--- config.mk ---
export PLATFORM = sky130hd
export DESIGN_NAME = vc_rr_switch
export DESIGN_NICKNAME = d
export VERILOG_FILES = /design/src/rtl/vc_rr_switch.sv
export SDC_FILE = /design/constraint.sdc
export NUM_CORES = 1
export LEC_CHECK = 0
export CAP_MARGIN = 10
export CORE_UTILIZATION = 45
export DETAILED_ROUTE_END_ITERATION = 7
export GPL_ROUTABILITY_DRIVEN = 0
export SYNTH_ARGS = -nofsm -noshare
export SYNTH_HDL_FRONTEND = slang
export SYNTH_SLANG_ARGS = --single-unit
--- constraint.sdc ---
create_clock -name clk -period 4.3 [get_ports clk]
set_clock_uncertainty 0.1 [all_clocks]
set_input_delay 0.43 -clock clk [delete_from_list [all_inputs] [get_ports clk]]
set_output_delay 0.43 -clock clk [all_outputs]
set_load 0.02 [all_outputs]
--- src/rtl/vc_rr_switch.sv ---
// Virtual-channel switch: steers ingress words into per-VC FIFOs by their VC field, then
// forwards one word per cycle to a destination chosen by the head word's destination field,
// arbitrating round-robin across VCs and honouring per-destination pause.
module vc_rr_switch #(
  parameter int unsigned WORD_SIZE = 6,
  parameter int unsigned N_VC      = 2,
  parameter int unsigned N_DEST    = 2,
  parameter int unsigned VC_DEPTH  = 16,
  parameter int unsigned PTR_L     = 5
) (
  input  logic                 clk,
  input  logic                 reset_L,
  input  logic                 init,
  input  logic [PTR_L-1:0]     umbral_V_full,
  input  logic [PTR_L-1:0]     umbral_V_empty,
  input  logic [WORD_SIZE-1:0] data_in,
  input  logic                 push_in,
  input  logic [N_DEST-1:0]    pause_dest,
  output logic [WORD_SIZE-1:0] data_out,
  output logic                 valid_out,
  output logic [N_DEST-1:0]    dest_out,
  output logic [N_VC-1:0]      vc_pause,
  output logic [N_VC-1:0]      vc_almost_empty,
  output logic [N_VC-1:0]      vc_empty,
  output logic [N_VC-1:0]      errors,
  output logic                 error_out,
  output logic                 idle_out,
  output logic                 active_out
);

  localparam int unsigned VcBits   = $clog2(N_VC);
  localparam int unsigned DestBits = $clog2(N_DEST);
  localparam int unsigned AddrW    = $clog2(VC_DEPTH);
  localparam logic [PTR_L-1:0] DepthCnt = PTR_L'(VC_DEPTH);

  typedef enum logic [2:0] {StReset, StInit, StIdle, StActive, StError} state_e;

  state_e                 state_q, state_d;
  logic [WORD_SIZE-1:0]   mem_q [N_VC][VC_DEPTH];
  logic [AddrW-1:0]       wr_ptr_q [N_VC];
  logic [AddrW-1:0]       rd_ptr_q [N_VC];
  logic [PTR_L-1:0]       cnt_q [N_VC];
  logic [PTR_L-1:0]       full_thr_q, empty_thr_q;
  logic [VcBits-1:0]      rr_q;
  logic [WORD_SIZE-1:0]   data_out_q;
  logic                   valid_q;
  logic [N_DEST-1:0]      dest_q;
  logic [N_VC-1:0]        errors_q;

  logic                   run;
  logic [VcBits-1:0]      push_vc;
  logic                   overflow, push_ok;
  logic [N_VC-1:0]        elig, push_v, pop_v;
  logic                   pop_valid;
  logic [VcBits-1:0]      pop_vc, idx;
  logic [WORD_SIZE-1:0]   pop_word;
  logic [DestBits-1:0]    pop_dest;
  logic [N_DEST-1:0]      pop_dest_oh;

  function automatic logic [AddrW-1:0] ptr_inc(input logic [AddrW-1:0] p);
    return (p == AddrW'(VC_DEPTH - 1)) ? '0 : p + 1'b1;
  endfunction

  assign run      = (state_q == StIdle) || (state_q == StActive);
  assign push_vc  = data_in[WORD_SIZE-1 -: VcBits];
  // Overflow is judged on the registered count, so a same-cycle pop does not rescue it.
  assign overflow = run && push_in && (cnt_q[push_vc] == DepthCnt);
  assign push_ok  = run && push_in && !overflow;

  // Per-VC eligibility and status flags from registered counts and the head word.
  always_comb begin
    elig = '0;
    for (int v = 0; v < N_VC; v++) begin
      elig[v] = run && (cnt_q[v] != '0) &&
                !pause_dest[mem_q[v][rd_ptr_q[v]][WORD_SIZE-VcBits-1 -: DestBits]];
      vc_pause[v]        = cnt_q[v] >= full_thr_q;
      vc_almost_empty[v] = cnt_q[v] <= empty_thr_q;
      vc_empty[v]        = cnt_q[v] == '0;
      push_v[v]          = push_ok && (push_vc == VcBits'(v));
    end
  end

  // Round-robin search starting just above the last granted VC.
  always_comb begin
    pop_valid = 1'b0;
    pop_vc    = '0;
    idx       = '0;
    for (int i = 1; i <= N_VC; i++) begin
      idx = rr_q + VcBits'(i);
      if (!pop_valid && elig[idx]) begin
        pop_valid = 1'b1;
        pop_vc    = idx;
      end
    end
    pop_word    = mem_q[pop_vc][rd_ptr_q[pop_vc]];
    pop_dest    = pop_word[WORD_SIZE-VcBits-1 -: DestBits];
    pop_dest_oh = '0;
    pop_dest_oh[pop_dest] = 1'b1;
    pop_v = '0;
    pop_v[pop_vc] = pop_valid;
  end

  // Control state machine; overflow overrides every other transition.
  always_comb begin
    state_d = state_q;
    unique case (state_q)
      StReset:  state_d = StInit;
      StInit:   if (!init) state_d = StIdle;
      StIdle:   if (init) state_d = StInit;
                else if (~&vc_empty) state_d = StActive;
      StActive: if (init) state_d = StInit;
                else if (&vc_empty) state_d = StIdle;
      StError:  state_d = StError;
      default:  state_d = StReset;
    endcase
    if (overflow) state_d = StError;
  end

  // FIFO storage; contents need no reset since counts gate every read.
  always_ff @(posedge clk) begin
    if (push_ok) mem_q[push_vc][wr_ptr_q[push_vc]] <= data_in;
  end

  // State, thresholds, pointers, counts and the registered egress stage.
  always_ff @(posedge clk or negedge reset_L) begin
    if (!reset_L) begin
      state_q     <= StReset;
      full_thr_q  <= DepthCnt;
      empty_thr_q <= '0;
      rr_q        <= VcBits'(N_VC - 1);
      data_out_q  <= '0;
      valid_q     <= 1'b0;
      dest_q      <= '0;
      errors_q    <= '0;
      for (int v = 0; v < N_VC; v++) begin
        wr_ptr_q[v] <= '0;
        rd_ptr_q[v] <= '0;
        cnt_q[v]    <= '0;
      end
    end else begin
      state_q <= state_d;
      if (state_q == StInit) begin
        full_thr_q  <= umbral_V_full;
        empty_thr_q <= umbral_V_empty;
      end
      valid_q <= pop_valid;
      dest_q  <= pop_valid ? pop_dest_oh : '0;
      if (pop_valid) begin
        data_out_q <= pop_word;
        rr_q       <= pop_vc;
      end
      if (overflow) errors_q[push_vc] <= 1'b1;
      for (int v = 0; v < N_VC; v++) begin
        if (push_v[v]) wr_ptr_q[v] <= ptr_inc(wr_ptr_q[v]);
        if (pop_v[v])  rd_ptr_q[v] <= ptr_inc(rd_ptr_q[v]);
        if (push_v[v] && !pop_v[v])      cnt_q[v] <= cnt_q[v] + 1'b1;
        else if (!push_v[v] && pop_v[v]) cnt_q[v] <= cnt_q[v] - 1'b1;
      end
    end
  end

  assign data_out   = data_out_q;
  assign valid_out  = valid_q;
  assign dest_out   = dest_q;
  assign errors     = errors_q;
  assign error_out  = (state_q == StError);
  assign idle_out   = (state_q == StIdle);
  assign active_out = (state_q == StActive);

endmodule

; Word level (Yosys, flattened, before mapping)
; Memory sizes are Yosys's and may differ from the RTL's.
; Index checks and enable logic that the tools add are counted.
[word_totals]
register_bits = 51
ramBits = 192
n_memories = 1
[op_classes]
addsub = 9
order_cmp = 21
n_eq_ne = 12
mux = 56
bitwise_logic = 9
n_reduce_logical = 36
[memory_table]
columns = memory, depth, word_bits, read_ports, rd_clocked_by_memory_dff, wr, line_no
row1 = mem_q, 2, 96, 3, 0, 1, 39  ; logic [WORD_SIZE-1:0] mem_q [N_VC][VC_DEPTH];
[op_table]
columns = cell, n
row1 = $mux 96, 1
row2 = $bmux 6 s4, 3
row3 = $mux 5, 11
row4 = $mux 4, 10
row5 = $demux 6 s4, 1
row6 = $ge 5x5->1 const B, 4
row7 = $not 4->5, 4
row8 = $logic_and 1x1->1, 18
row9 = $mux 3, 6
row10 = $mux 6, 3
row11 = $add 4x1->4 const B, 4
row12 = $eq 4x4->1 const B, 4
row13 = $mux 1, 16
row14 = $pmux 3 s5, 1
row15 = $lt 1x2->1 const B, 7
row16 = $add 5x1->5 const B, 2
row17 = $ge 5x5->1, 2
row18 = $le 5x5->1, 2
row19 = $logic_not 5->1, 2
row20 = $reduce_bool 5->1, 2
row21 = $sub 5x1->5 const B, 2
row22 = $logic_not 1->1, 8
row23 = $eq 3x2->1 const B, 2
row24 = $eq 5x5->1 const B, 1
row25 = other kinds (20), 27

; Longest topological paths before layout
; Gate-level depths: netlist of the first run.
[depth]
ltp_word = 27
mapped_depth = 18
mapped_depth_nobuf = 15

; Worst setup path after synthesis of the first run
; OpenSTA, ideal clock, no wires.
[synth_timing]
kind = reg2reg
start = reg rd_ptr_q[0] in the netlist's numbering
end = reg cnt_q[9] in the netlist's numbering
arrival_ps = 3743
slack_ps = 326
stages_incl_launch_ff = 19
path_buffers = 3
cell_sequence = dfrtp_1 > buf_6 > mux4_2 > mux4_2 > mux2i_1 > nand2_2 > nor2_4 > inv_2 > buf_6 > buf_6 > nand2_1 > ha_1 > inv_1 > ha_1 > a21o_1 > a21oi_1 > xnor2_1 > nor2_1 > xor2_1
[synth_via]
elab_chain_len = 22
elab_cells_between_ends = 29
cone_classes = order compare: 2 / mux: 16 / bitwise: 2 / reduce/logical: 9
[synth_lines]
columns = element, line_no
row1 = start: declaration, 41  ; logic [AddrW-1:0] rd_ptr_q [N_VC];
row2 = start signal: indexed assignment, 155  ; if (pop_v[v]) rd_ptr_q[v] <= ptr_inc(rd_ptr_q[v]);
row3 = $not 4->5 (implied by the code) *, 75  ; !pause_dest[mem_q[v][rd_ptr_q[v]][WORD_SIZE-VcBits-1 -: DestBits]];
row4 = $bmux 6 s4 *, 75
row5 = $mux 5 (implied by the code) * (2 in a row), 75
row6 = $mux 1 (implied by the code) * (2 in a row), 75
row7 = $logic_not 1->1 *, 75
row8 = $logic_and 1x1->1 *, 74  ; elig[v] = run && (cnt_q[v] != '0) &&
row9 = $mux 1 (implied by the code) (2 in a row), 90  ; if (!pop_valid && elig[idx]) begin
row10 = $mux 1, 90
row11 = (+3 left out), -
row12 = $lt 1x2->1 (implied by the code) / $ge 1x1->1 (equally long branches), 100  ; pop_v[pop_vc] = pop_valid;
row13 = $logic_and 1x1->1 (implied by the code), 100
row14 = $mux 1 (implied by the code), 100
row15 = $demux 1 s1, 100
row16 = $and 2x2->2 (no line) *, -
row17 = $logic_not 1->1, 156  ; if (push_v[v] && !pop_v[v]) cnt_q[v] <= cnt_q[v] + 1'b1;
row18 = $logic_and 1x1->1, 156
row19 = $mux 5 / $reduce_bool 2->1 (equally long branches), -
row20 = end signal: indexed assignment, 156
row21 = end signal: indexed assignment, 157  ; else if (!push_v[v] && pop_v[v]) cnt_q[v] <= cnt_q[v] - 1'b1;
row22 = end: declaration, 42  ; logic [PTR_L-1:0] cnt_q [N_VC];
; Every way passes the cells marked *; elsewhere a longest branch is shown, timed or not. The select of a mux whose other input is x is not followed.
; A chain may end at the register's enable or synchronous reset.

; Worst setup path in the final report of the first run
[layout_timing]
start = reg rd_ptr_q[4] in the netlist's numbering
end = reg cnt_q[9] in the netlist's numbering
[layout_via]
elab_cells_between_ends = 29
cone_classes = order compare: 2 / mux: 16 / bitwise: 2 / reduce/logical: 9
[layout_rtl]
columns = element, line_no
row1 = $not 4->5 (implied by the code) *, 75
row2 = $bmux 6 s4 *, 75
row3 = $mux 5 (implied by the code) * (2 in a row), 75
row4 = $mux 1 (implied by the code) * (2 in a row), 75
row5 = $logic_not 1->1 *, 75
row6 = $logic_and 1x1->1 *, 74
row7 = $mux 1 (implied by the code) (2 in a row), 90
row8 = $mux 1, 90
row9 = $logic_not 1->1, 90
row10 = $logic_and 1x1->1, 90
row11 = $mux 1 *, 90
row12 = named net pop_valid, 54  ; logic pop_valid;
row13 = $and 2x2->2 (no line) *, -
row14 = $logic_not 1->1, 156
row15 = $logic_and 1x1->1, 156
row16 = $mux 5 / $reduce_bool 2->1 (equally long branches), -
; The timed path passes the listed nets; every way through them passes the cells marked *. The select of a mux whose other input is x is not followed.

==> results of run 1 <==
per-stage QoR:
step                      hold WS (ns)  area [um^2]  std cells
after global placement           0.351        11400       1018
after floorplan                 0.0344        10600        673
after global routing             0.101        12300       1070
final                           0.0986        12300       1071
after CTS                       0.0833        12200       1067
after detailed placement         0.350        11400       1018
timing repair:
action                                  in CTS  in global routing
endpoints found under the setup margin       0                  1
gates resized for setup                      0                  4
hold buffers                                 1                  0
setup buffers                                0                  2
hold endpoints to repair                    49                  0
routing by layer:
layer / vias to the layer above / track usage / wire length (um)
li1: 2730 / - / -
met1: 3014 / 0.283 / 10100
met2: 200 / 0.323 / 10900
met3: 43 / 0.0297 / 1360
met4: 0 / 0.0602 / 635
met5: - / 0 / 0
logic make-up after synthesis:
logic type,after synthesis
mux,81
xor+xnor,14
simple gates,160
buf+inv,54
compound gates,87
flops,243
fa+ha+maj,34
power groups by stage:
stage | Sequential (W) | Combinational (W) | Clock [W]
final | 0.00313 | 0.00299 | 0.00208
after global routing | 0.00317 | 0.00331 | 0.00219
after floorplan | 0.00307 | 0.00210 | 0
after detailed placement | 0.00317 | 0.00298 | 0
after global placement | 0.00315 | 0.00291 | 0
after CTS | 0.00313 | 0.00300 | 0.00211
flip-flops by register name, indices dropped and copies added, names as in the netlist:
register	flops
valid_out	1
state_q	3
rr_q	1
mem_q	192
rd_ptr_q	8
errors	2
dest_out	2
wr_ptr_q	8
empty_thr_q	5
cnt_q	10
full_thr_q	5
data_out	6
cells in the final DEF (no fill, tap or decap), types with 3 or more instances in the layout:
cell and n:
edfxtp_1 192, nor2_1 49, mux4_2 49, nand2_1 47, dfrtp_1 46, clkdlybuf4s50_1 39
ha_1 32, clkbuf_16 27, inv_1 25, o21ai_0 23, buf_4 21, nand3_1 20
mux2i_1 15, nor2b_1 13, a21oi_1 12, a21o_1 11, o211ai_1 11, clkinv_1 11
o2111ai_1 9, xnor2_1 9, mux2_2 9, nand2b_1 8, clkinv_2 6, xor2_1 5
nand3b_1 4, mux2_1 4, a22oi_1 4, mux2_4 3, and2_1 3, nor3_1 3
o31ai_1 3, dfrtp_2 3
area by class of cell:
class | count | share of cell area
well taps | 313 | 0.0319
clock buffers | 28 | 0.0554
diodes | 1 | 0.000204
inverters | 26 | 0.00795
clock inverters | 20 | 0.00958
flip-flops and latches | 243 | 0.574
repair buffers | 64 | 0.0475
multi-input cells | 376 | 0.273
how the worst min path moves through the flow:
stage / start / to / slack [ns]
floorplan: reset_L / cnt_q[0] / 0.03
global placement: errors[1] / errors[1] / 0.35
CTS: data_in[5] / errors[0] / 0.08
finish: data_in[5] / errors[0] / 0.1
global route: data_in[5] / errors[0] / 0.10
detailed placement: errors[1] / errors[1] / 0.35
==> impl_metrics.csv, run 1 <==
group,metric,value,unit
logic_synthesis,ys_seq_area_frac,0.663,
critical_path,r2r_cells,15,
critical_path,reg2reg_from,"rd_ptr_q[4]",
global_routing,grt_max_degree,52,
clock_network,clockBufferDepth,3,
timing,fmax,245,MHz
global_routing,grt_pass1_wl,36.1,mm
critical_path,crit_chain,"mux4_2 -> mux2i_1 -> mux2i_1 -> or2_2 -> nor2_1 -> inv_1 -> nand2_1 -> ha_1 -> inv_1 -> ha_1 -> a21o_1 -> a21oi_1 -> xnor2_1 -> nor2_1 -> xor2_1",
critical_path,worst-setup-path-type,"reg2reg",
critical_path,crit_cells,15,
timing,fin_crit_sh,0.950,
placed_design,pre_cts_ws,0.140,ns
timing,drv_slew,0,
detailed_routing,drcViolationCount,0,
timing,period_needed,4.09,ns
timing,setup_viol,0,
logic_synthesis,yosys_warnings,0,
critical_path,end_kind,"flip-flop",
clock_network,clk_pin_slew,0.06,ns
detailed_routing,firstDrtPassIters,5,
placed_design,io_buffers,41,
timing,tightest_slew,1.15,ns
pwr,p_leak,4.35,nW
logic_synthesis,synth_xor_area_frac,0.0115,
floorplanning,core-area,22900,um^2
timing,grt_setup_unrepaired,"false",
detailed_routing,vias_per_cell,5.59,
logic_synthesis,yosysTopAreaCell,"edfxtp_1",
timing,worst_slack,0.215,ns
pwr,pwr-share-clk,0.254,
global_routing,grt_overflow,0,
cells_and_area,area_growth,15.6,%
cells_and_area,fin_util,0.536,
logic_synthesis,synth_compound_area_frac,0.0547,
critical_path,path_max_fanout,7,
logic_synthesis,ys_types,52,
floorplanning,start_util,0.463,
pwr,p_total,0.00820,W
floorplanning,die_y,156,um
critical_path,critPathCapture,"cnt_q[9]",
global_routing,antenna_found_initial,1,
pwr,p_comb_frac,0.365,
critical_path,crit_family,"multiplexers",
clock_network,clock_latency,0.52,ns
critical_path,crit_path_max_incr_delay,0.53,ns
critical_path,reg2reg_slack,0.21,ns
global_routing,track_usage,0.200,
floorplanning,dieArea,24200,um^2
timing,setup_tns,0,ns
logic_synthesis,synth.avg_cell_area,15.8,um^2
logic_synthesis,postSynthCellCount,673,
logic_synthesis,synthSimpleGateAreaFrac,0.0707,
pwr,p_sw_frac,0.340,
logic_synthesis,yosys_register_bits,243,
logic_synthesis,synth_edf_count,192,
floorplanning,die_x,156,um
timing,final-hold-violation-count,0,
logic_synthesis,synth_top_area_frac,0.543,
critical_path,crit_arrival,4.37,ns
cells_and_area,nNetsFinal,793,
clock_network,cts_inserted_buffers,26,
pwr,p_per_area,668,nW/um^2
critical_path,critPathLaunchType,"flip-flop",
placed_design,hpwlAfterDp,16.0,mm
detailed_routing,vias,5987,
logic_synthesis,synth_area_leaders,"edfxtp_1 (54%), dfrtp_1 (12%), mux4_2 (10%)",
floorplanning,num_rows,55,
cells_and_area,fillers,1844,
logic_synthesis,yosys.cell_count.top_type,"edfxtp_1",
cells_and_area,drive_gt1_frac,0.177,
hold_path,whs_path_depth,2,
clock_network,cts_tree,"done",
floorplanning,num_io_pins,42,
detailed_routing,drt_iter0_drc,505,
critical_path,crit_start,"rd_ptr_q[4]",
detailed_routing,drtAntennaViolNets,0,
clock_network,htreeDepth,1,
clock_network,cts_root_buffer,"clkbuf_16",
critical_path,crit_buf_inv,2,
logic_synthesis,synth_fp_nets,729,
logic_synthesis,synthTopCellsByCount,"edfxtp_1 (192), dfrtp_1 (49), mux4_2 (49), nor2_1 (49), nand2_1 (47)",
logic_synthesis,async_flop_share,0.210,
logic_synthesis,synth_top_family_by_area,"multiplexers",
timing,slew_headroom,0.233,
global_routing,first_global_vias,6135,
logic_synthesis,ys.flop_type,"edfxtp_1",
logic_synthesis,synth-adder-area-share,0.0415,
pwr,seqPwrFrac,0.382,
logic_synthesis,synthMuxAreaShare,0.137,
logic_synthesis,syn-cell-area,10600,um^2
critical_path,reg2reg_to,"cnt_q[9]",
critical_path,worstPathRequired,4.59,ns
clock_network,clock_sinks,243,
detailed_routing,avgRoutedWirePerCell,21.5,um
cells_and_area,multi_input_area,3350,um^2
critical_path,crit_slowest_cell,"mux4_2",
run_status,status,"finished clean",
cells_and_area,regArea,7050,um^2
flow_run,drv_cap,0,
hold_path,holdCritPathClass,"in2reg",
detailed_routing,wl,23.0,mm
pwr,switching_power,0.00279,W
pwr,intPower,0.00541,W
pwr,ir_drop,363,uV
(Power assumes the default switching activity.)
==> run 2, diff against run 1 <==
--- a/config.mk
+++ b/config.mk
@@ -9,6 +9,7 @@
 export CORE_UTILIZATION = 45
 export DETAILED_ROUTE_END_ITERATION = 7
 export GPL_ROUTABILITY_DRIVEN = 0
+export SLEW_MARGIN = 20
 export SYNTH_ARGS = -nofsm -noshare
 export SYNTH_HDL_FRONTEND = slang
 export SYNTH_SLANG_ARGS = --single-unit
==> constraint.sdc (replaced) <==
create_clock -name clk -period 4.3 [get_ports clk]
set_clock_uncertainty 0.1 [all_clocks]
set_input_delay 1.075 -clock clk [delete_from_list [all_inputs] [get_ports clk]]
set_output_delay 1.075 -clock clk [all_outputs]
set_load 0.02 [all_outputs]
==> run 2 against run 1 <==
Net effect: critical path depth unchanged; clock-buffer cell count rose by 3; core utilization increased by 0.37 points; cell area increased by 0.68%.
==> impl_metrics.csv, run 2 (synthesis results as in run 1) <==
group,metric,value,unit
run_status,status,"finished clean",
critical_path,crit_family,"multiplexers",
global_routing,first_global_vias,6143,
placed_design,io_buffers,41,
global_routing,grt_overflow,0,
cells_and_area,nNetsFinal,797,
timing,fmax,252,MHz
floorplanning,start_util,0.463,
global_routing,track_usage,0.197,
critical_path,crit_chain,"mux4_2 -> mux4_2 -> mux2i_1 -> nand2_2 -> nor2_4 -> inv_2 -> nand2_1 -> ha_1 -> inv_1 -> ha_1 -> a21o_1 -> a21oi_1 -> xnor2_1 -> nor2_1 -> xor2_1",
detailed_routing,drtAntennaViolNets,0,
detailed_routing,vias,5979,
cells_and_area,fillers,1883,
detailed_routing,wl,22.8,mm
cells_and_area,final_cell_mix,"edfxtp_1 (192), nor2_1 (49), mux4_2 (49), dfrtp_1 (48), nand2_1 (47)",
cells_and_area,drive_gt1_frac,0.186,
detailed_routing,drcViolationCount,0,
timing,fin_crit_sh,0.922,
clock_network,htreeDepth,1,
timing,tightest_slew,0.827,ns
clock_network,cts_setup_buffers,0,
cells_and_area,insertedDiodeCount,0,
critical_path,crit_arrival,4.26,ns
pwr,p_leak,4.41,nW
global_routing,grt_max_degree,33,
critical_path,path_max_fanout,12,
clock_network,clk_pin_slew,0.06,ns
detailed_routing,firstDrtPassIters,5,
critical_path,critPathLaunchType,"flip-flop",
flow_run,drv_cap,0,
floorplanning,core-area,22900,um^2
floorplanning,die_x,156,um
floorplanning,num_io_pins,42,
timing,drv_slew,0,
clock_network,clockBufferDepth,3,
cells_and_area,area_growth,16.4,%
clock_network,cts_root_buffer,"clkbuf_16",
detailed_routing,vias_per_cell,5.57,
global_routing,grt_pass1_wl,35.8,mm
floorplanning,die_y,156,um
critical_path,worstPathRequired,4.59,ns
cells_and_area,layout_commonest_cell,"edfxtp_1",
timing,setup_tns,0,ns
clock_network,cts_inserted_buffers,26,
floorplanning,dieArea,24200,um^2
placed_design,hpwlAfterDp,15.9,mm
timing,period_needed,3.96,ns
cells_and_area,fin_util,0.539,
detailed_routing,drt_iter0_drc,458,
critical_path,worst-setup-path-type,"reg2reg",
timing,setup_viol,0,
pwr,p_per_area,680,nW/um^2
clock_network,cts_tree,"done",
critical_path,crit_buf_inv,2,
floorplanning,num_rows,55,
detailed_routing,avgRoutedWirePerCell,21.3,um
timing,slew_headroom,0.445,
clock_network,clock_latency,0.53,ns
cells_and_area,largest_reg_flops,192,
timing,final-hold-violation-count,0,
hold_path,holdCritPathClass,"reg2reg",
global_routing,antenna_found_initial,0,
timing,grt_setup_unrepaired,"false",
critical_path,end_kind,"flip-flop",
critical_path,crit_slowest_cell,"mux4_2",
clock_network,clock_sinks,243,
pwr,ir_drop,354,uV
critical_path,crit_path_max_incr_delay,0.56,ns
## run 2: cell count changes in the layout (fill, tap and decap cells not counted), moves of 2 or more
cell / delta
dfrtp_1: +2
bufinv_16: +3
buf_4: +6
clkinv_1: -6
clkbuf_1: +2
dfrtp_2: -2
buf_2: +2
clkdlybuf4s50_1: -2
## run 2: metal layers
metal | routed length, um | global-route usage
met2 | 10500 | 0.306
met5 | 0 | 0
met1 | 10600 | 0.287
met3 | 1120 | 0.0319
met4 | 563 | 0.0584
## run 2: area by class of cell
type / instances / area, um^2 / share of cell area
Multi-Input combinational cell: 376 / 3350 / 0.271
Clock inverter: 16 / 179 / 0.0145
Timing Repair Buffer: 68 / 593 / 0.0480
Inverter: 26 / 97.6 / 0.00790
Tap cell: 313 / 392 / 0.0317
Clock buffer: 31 / 701 / 0.0567
Sequential cell: 243 / 7050 / 0.570
## run 2: timing repair
item | 4_1_cts | 5_1_grt
hold buffers | 0 | 0
resized for setup | 0 | 1
endpoints found under the setup margin | 0 | 1
## run 2: worst paths after layout
kind                        startpoint        endpoint  slack [ns]  cells past startpoint
max                        rd_ptr_q[0]        cnt_q[9]        0.34                     15
min                          errors[1]       errors[1]        0.38                      1
max reg2reg                rd_ptr_q[0]        cnt_q[9]        0.34                     15
min reg2reg                  errors[1]       errors[1]        0.38                      1
max in group asynchronous      reset_L     wr_ptr_q[0]        2.87                      2
min in group asynchronous      reset_L  empty_thr_q[4]        0.42                      1
## run 2: where the power goes
| part | switching [W] | internal [W] | total, W | leakage (nW) |
|---|---|---|---|---|
| combinational | 0.00156 | 0.00143 | 0.00299 | 1.64 |
| clock | 0.000899 | 0.00139 | 0.00229 | 0.428 |
| sequential | 0.000317 | 0.00281 | 0.00313 | 2.34 |
| total | 0.00277 | 0.00563 | 0.00841 | 4.41 |
## run 2: per-stage QoR
step	setup slack (ns)	hold WS (ns)	cell area [um^2]	std cells	power (W)
after floorplan	0.326	0.369	10600	673	0.00517
after global placement	0.231	0.348	11500	1026	0.00611
after detailed placement	0.177	0.360	11500	1026	0.00618
after CTS	0.188	0.374	12400	1073	0.00848
after global routing	0.0777	0.397	12400	1073	0.00887
final	0.336	0.377	12400	1073	0.00841
